--- config.mk ---
export PLATFORM = sky130hd
export DESIGN_NAME = adder_pipe_nbit
export DESIGN_NICKNAME = d
export VERILOG_FILES = /design/src/rtl/adder_pkg.sv /design/src/rtl/adder_pipe_stage.sv /design/src/rtl/adder_pipe_nbit.sv
export SDC_FILE = /design/constraint.sdc
export NUM_CORES = 1
export LEC_CHECK = 0
export ABC_AREA = 0
export BUFFER_PORTS_ARGS = -buffer_cell sky130_fd_sc_hd__buf_2
export CAP_MARGIN = 0
export CELL_PAD_IN_SITES_DETAIL_PLACEMENT = 1
export CELL_PAD_IN_SITES_GLOBAL_PLACEMENT = 1
export CORE_AREA = 2 2 201 144
export CTS_BUF_LIST = sky130_fd_sc_hd__clkbuf_8
export DETAILED_ROUTE_END_ITERATION = 10
export DIE_AREA = 0 0 203 146
export GPL_TIMING_DRIVEN = 0
export MAX_ROUTING_LAYER = met4
export PLACE_DENSITY = 0.57
export SYNTH_ARGS = -nofsm -noshare
export SYNTH_HDL_FRONTEND = slang
export SYNTH_SLANG_ARGS = --single-unit
--- constraint.sdc ---
create_clock -name clk -period 3.21 [get_ports clk]
set_input_delay 0 -clock clk [delete_from_list [all_inputs] [get_ports clk]]
set_output_delay 0 -clock clk [all_outputs]
set_load 0.005 [all_outputs]
--- src/rtl/adder_pkg.sv ---
// Shared operation type and bit-level helpers for the pipelined add/subtract unit.
package adder_pkg;

    typedef enum logic {
        OP_ADD = 1'b0,
        OP_SUB = 1'b1
    } op_t;

    // Carry into a full-adder bit, recovered from its two operand bits and its sum bit.
    function automatic logic carry_into(input logic a_bit, input logic b_bit, input logic s_bit);
        return a_bit ^ b_bit ^ s_bit;
    endfunction

    function automatic logic signed_ovf(input logic c_into_msb, input logic c_out_msb);
        return c_into_msb ^ c_out_msb;
    endfunction

    function automatic logic eff_carry(input op_t op, input logic cin);
        return (op == OP_SUB) ? 1'b1 : cin;
    endfunction

    function automatic logic [63:0] eff_operand_b(input op_t op, input logic [63:0] b);
        return (op == OP_SUB) ? ~b : b;
    endfunction

endpackage

--- src/rtl/adder_pipe_stage.sv ---
// One registered CW-bit slice of the carry-chained adder; the full-width operand words
// rotate right by CW each stage so the next chunk always sits in the low bits.
module adder_pipe_stage
    import adder_pkg::*;
#(
    parameter int CW = 8,
    parameter int W  = 32
) (
    input  logic         clk,
    input  logic         rst,
    input  logic         en,
    input  logic         valid_i,
    input  logic         carry_i,
    input  logic [W-1:0] a_i,
    input  logic [W-1:0] b_i,
    output logic         valid_o,
    output logic         carry_o,
    output logic         ovf_o,
    output logic [W-1:0] a_o,
    output logic [W-1:0] b_o
);

    logic [CW:0]  chunk_d;
    logic [W-1:0] a_d;
    logic [W-1:0] b_d;
    logic         ovf_d;

    logic         valid_q;
    logic         carry_q;
    logic         ovf_q;
    logic [W-1:0] a_q;
    logic [W-1:0] b_q;

    assign chunk_d = {1'b0, a_i[CW-1:0]} + {1'b0, b_i[CW-1:0]} + {{CW{1'b0}}, carry_i};

    // Only meaningful in the last stage, where the chunk MSB is the word MSB.
    assign ovf_d = signed_ovf(carry_into(a_i[CW-1], b_i[CW-1], chunk_d[CW-1]), chunk_d[CW]);

    generate
        if (CW == W) begin : g_full
            assign a_d = chunk_d[CW-1:0];
            assign b_d = '0;
        end else begin : g_rot
            // The finished sum chunk enters at the top; after all stages the word is in place.
            assign a_d = {chunk_d[CW-1:0], a_i[W-1:CW]};
            assign b_d = {{CW{1'b0}}, b_i[W-1:CW]};
        end
    endgenerate

    always_ff @(posedge clk) begin
        if (rst) begin
            valid_q <= 1'b0;
            carry_q <= 1'b0;
            ovf_q   <= 1'b0;
            a_q     <= '0;
            b_q     <= '0;
        end else if (en) begin
            valid_q <= valid_i;
            carry_q <= chunk_d[CW];
            ovf_q   <= ovf_d;
            a_q     <= a_d;
            b_q     <= b_d;
        end
    end

    assign valid_o = valid_q;
    assign carry_o = carry_q;
    assign ovf_o   = ovf_q;
    assign a_o     = a_q;
    assign b_o     = b_q;

endmodule

--- src/rtl/adder_pipe_nbit.sv ---
// Pipelined BIT_WIDTH-bit add/subtract split into STAGES carry-chained chunks with a
// global-stall valid/ready handshake. Define ADDER_XCHECK_EN for X/Z operand assertions.
module adder_pipe_nbit
    import adder_pkg::*;
#(
    parameter int BIT_WIDTH = 32,
    parameter int STAGES    = 4
) (
    input  logic                 clk,
    input  logic                 rst,
    input  logic                 in_valid,
    output logic                 in_ready,
    input  logic [BIT_WIDTH-1:0] a,
    input  logic [BIT_WIDTH-1:0] b,
    input  logic                 carry_in,
    input  op_t                  op,
    output logic                 out_valid,
    input  logic                 out_ready,
    output logic [BIT_WIDTH-1:0] sum,
    output logic                 carry_out,
    output logic                 overflow
);

    localparam int CW = BIT_WIDTH / STAGES;

    logic                 adv;
    logic                 vld_bus [0:STAGES];
    logic                 cy_bus  [0:STAGES];
    logic [BIT_WIDTH-1:0] a_bus   [0:STAGES];
    logic [BIT_WIDTH-1:0] b_bus   [0:STAGES];
    logic [STAGES-1:0]    ovf_vec;
    logic [63:0]          b_wide;
    logic                 unused_sink;

    // One shared enable: the whole pipe either shifts together or holds.
    assign adv      = !out_valid || out_ready;
    assign in_ready = adv;

    assign b_wide     = eff_operand_b(op, {{(64-BIT_WIDTH){1'b0}}, b});
    assign vld_bus[0] = in_valid;
    assign cy_bus[0]  = eff_carry(op, carry_in);
    assign a_bus[0]   = a;
    assign b_bus[0]   = b_wide[BIT_WIDTH-1:0];

    generate
        for (genvar k = 0; k < STAGES; k++) begin : g_stage
            adder_pipe_stage #(
                .CW (CW),
                .W  (BIT_WIDTH)
            ) u_stage (
                .clk     (clk),
                .rst     (rst),
                .en      (adv),
                .valid_i (vld_bus[k]),
                .carry_i (cy_bus[k]),
                .a_i     (a_bus[k]),
                .b_i     (b_bus[k]),
                .valid_o (vld_bus[k+1]),
                .carry_o (cy_bus[k+1]),
                .ovf_o   (ovf_vec[k]),
                .a_o     (a_bus[k+1]),
                .b_o     (b_bus[k+1])
            );
        end
    endgenerate

    assign out_valid = vld_bus[STAGES];
    assign sum       = a_bus[STAGES];
    assign carry_out = cy_bus[STAGES];
    assign overflow  = ovf_vec[STAGES-1];

    // Intermediate overflow flags and the exhausted B word have no consumer.
    assign unused_sink = ^{ovf_vec, b_bus[STAGES], b_wide};

`ifdef ADDER_XCHECK_EN
    always_ff @(posedge clk) begin
        if (!rst) begin
            assert (!$isunknown(in_valid) && !$isunknown(out_ready))
                else $error("handshake input unknown after reset");
            if (in_valid && in_ready) begin
                assert (!$isunknown({a, b, op}) && (op == OP_SUB || !$isunknown(carry_in)))
                    else $error("non-digital operand");
            end
        end
    end
`else
    // Operand X/Z checking compiled out.
`endif

endmodule
==> metrics.txt <==
status=complete, no violations; worst reg2reg endpoint=g_stage[1].u_stage.carry_o; total power density per cell area=476 nW/um^2; most common cell after layout, fill and taps aside=nand2_1; Cell Area, Placed=9150 um^2; highest-count cells in the layout ignoring fill and taps=nand2_1 (280), dfxtp_1 (185), a21oi_1 (148); post-synthesis average cell area=8.22 um^2; Worst Reg2Reg Path Length in Cells=7; Data required, critical path=3.53 ns; DP Wirelength=20400 um; number of port buffers=103; Post CTS Setup Buffer Count=0; core area=27500 um^2; yosys synthesis warning count=0; TritonCTS buffer count=17; startpoint of the worst hold path=a[5]; count of max-cap constraint violations=0; layout cell share with drive strength beyond 1=18.0%; register-to-register setup slack=0.74 ns; Die Width=203 um; register bit total from synthesis=185; Post-Route Utilization=36.8%; final period utilization=77.1%; level count of the clock H-tree=4; setup repair after global routing missed its margin=no; origin of the critical flop-to-flop path=g_stage[0].u_stage.a_o[0]; setup-violating endpoint count in the final report=0; Total GRT Usage=19.3%; relative area change from synthesis to final layout=23.7%; hold violation total from the final report=0; Final TNS setup=0 ns; worst hold path stage count=5; post-detailed-route via-to-cell ratio=4.63; endpoint kind of the worst setup timing path=register; data arrival time at the worst-slack endpoint=2.79 ns; crit start category=register; CTS root buffer=clkbuf_8; first-pass iteration count of the detailed router=4; final weighted congestion in routability-driven placement=0.858; share of the yosys chip area belonging to registers=45.3%; largest net degree at the start of global routing=18; count of boundary I/O pins=106; Mapped Cells=994; Post-Syn Nets=1100; Tightest Pin Transition=0.764 ns; Max Root-Sink Buffers=2; worst min path class=in -> reg; Std-Cell Rows=51; leading register cell type out of synthesis=dfxtp_1; fillcell total=3330; die height=146 um; post-route clock skew=0.0168 ns; initial standard-cell utilization of the core=29.7%; Slew Limit Fails=0; Clock Pin Slew Worst Setup and Hold Paths=0.10 ns; post-route standard cell area excluding fillers=10100 um^2; total wirelength of the detailed-routed design=26900 um; number of antenna violations at the first check in global routing=0; final critical delay including setup and external delays=2.47 ns; worst hold path endpoint=g_stage[0].u_stage.a_o[30]; maximum fanout encountered on the critical timing path=3; number of remaining DRC errors=0; final-stage net count=1278; EDFF count, synth=0; worst supply voltage drop on vdd=246 uV; static leakage power=4.27 nW; upper clock frequency limit=404 MHz; overflow left after global routing=0; area of the die=29600 um^2; routed wire length per instance=17.3 um; count of inserted antenna diode cells=0; number of DRC violations after detailed-routing iteration 0=297; clock tree from TritonCTS=done; global-route wire length before repair=42400 um; number of clock sinks seen by CTS=185; vias in the first global route=7566; mapped cell area=8170 um^2; proportion of synthesized flip-flops having asynchronous set or reset=0%; tightest slew margin relative to the limit=49.1%; clk_lat worst skew=0.48 ns; unique cell type count in the Yosys netlist=43; final antenna-violating net count=0; via count=7204; crit path kind=reg -> reg
registers in the layout, indices dropped and copies added (netlist names):
signal                   flops
g_stage.u_stage.valid_o      4
g_stage.u_stage.carry_o      4
g_stage.u_stage.b_o         48
g_stage.u_stage.ovf_o        1
g_stage.u_stage.a_o        128
worst max-delay path by stage:
| stage | startpoint | end | slack (ns) | depth (start not counted) |
|---|---|---|---|---|
| after detailed placement | op | g_stage[0].u_stage.carry_o | 0.43 | 10 |
| after global placement | op | g_stage[0].u_stage.carry_o | 0.42 | 10 |
| after CTS | g_stage[0].u_stage.b_o[0] | g_stage[1].u_stage.carry_o | 0.75 | 7 |
| after global routing | g_stage[0].u_stage.b_o[0] | g_stage[1].u_stage.carry_o | 0.58 | 7 |
| after floorplan | op | g_stage[0].u_stage.carry_o | 0.86 | 10 |
| final | g_stage[0].u_stage.a_o[0] | g_stage[1].u_stage.carry_o | 0.74 | 7 |
through the flow:
stage | setup slack (ns) | power, mW | hold WS [ns] | std cells
2_1_floorplan | 0.863 | 2.96 | 0.140 | 994
3_3_place_gp | 0.421 | 3.21 | 0.255 | 1468
3_5_place_dp | 0.432 | 3.22 | 0.256 | 1468
4_1_cts | 0.746 | 4.87 | 0.0138 | 1556
5_1_grt | 0.583 | 5.08 | 0.0437 | 1556
6_report | 0.735 | 4.81 | 0.0403 | 1556
critical path, stage by stage (launching register included):
cell,delay (ns)
dfxtp_1,0.34
fa_1,0.48
fa_1,0.46
a211oi_1,0.32
o21bai_1,0.13
a21oi_1,0.34
nand2b_1,0.17
a221oi_1,0.07
synthesized netlist by cell type, types with 3 or more instances:
master	count	area (um^2)
or3_1	3	18.8
or4_1	8	60.1
inv_1	5	18.8
a31o_2	3	26.3
ha_1	28	350
fa_1	8	160
nor2_1	45	169
a21oi_1	148	741
o21ai_0	15	75.1
nor4b_1	6	52.6
buf_2	35	175
nand2b_1	5	31.3
o21ai_1	3	15.0
nand2_1	280	1050
mux2i_1	6	60.1
dfxtp_1	185	3700
a31oi_1	3	18.8
a211oi_1	37	278
buf_4	34	255
and2_1	3	18.8
clkbuf_1	27	101
buf_1	3	11.3
a211o_1	4	35.0
a221oi_1	3	26.3
xor2_1	9	78.8
o211ai_1	5	37.5
xnor2_1	28	245
nand3_1	18	90.1
nor3_1	4	20.0
nand4_1	4	25.0
a21o_1	9	67.6
a22o_1	3	26.3
nor2b_1	4	25.0
o21bai_1	4	30.0
cell families (layout without fill, tap and decap cells):
| logic type | after synthesis | in the layout | share of synthesized area [%] |
|---|---|---|---|
| xor+xnor | 37 | 37 | 3.96 |
| mux | 6 | 6 | 0.735 |
| simple gates | 383 | 383 | 19.4 |
| buf+inv | 106 | 297 | 7.07 |
| compound gates | 241 | 241 | 17.3 |
| fa+ha+maj | 36 | 36 | 6.25 |
| flops | 185 | 185 | 45.3 |
power by group:
| part | switching [mW] | internal, mW |
|---|---|---|
| Clock | 0.917 | 0.679 |
| Sequential | 0.101 | 2.45 |
| Combinational | 0.355 | 0.314 |
repair_timing:
item / 4_1_cts / 5_1_grt
hold buffers: 56 / 0
endpoints found under the setup margin: 0 / 0
endpoints found under the hold margin: 56 / 0
gates resized for setup: 0 / 0
cell type report:
type | count | area (um^2) | area share, %
tap | 371 | 464 | 4.59
inverter | 5 | 18.8 | 0.186
sequential | 185 | 3700 | 36.6
buffer | 101 | 559 | 5.53
timing repair buffer | 159 | 1080 | 10.6
clock buffer | 19 | 262 | 2.59
clock inverter | 13 | 138 | 1.36
multi-input combinational | 703 | 3890 | 38.5
routing by layer:
| metal | vias up | track usage (%) | wire [um] |
|---|---|---|---|
| li1 | 3681 | - | - |
| met1 | 3423 | 27.1 | 13900 |
| met4 | 0 | 4.34 | 172 |
| met2 | 92 | 28.9 | 11800 |
| met3 | 8 | 3.02 | 975 |
| met5 | - | - | 0 |
Note: power is estimated with default switching activity, not from simulation.
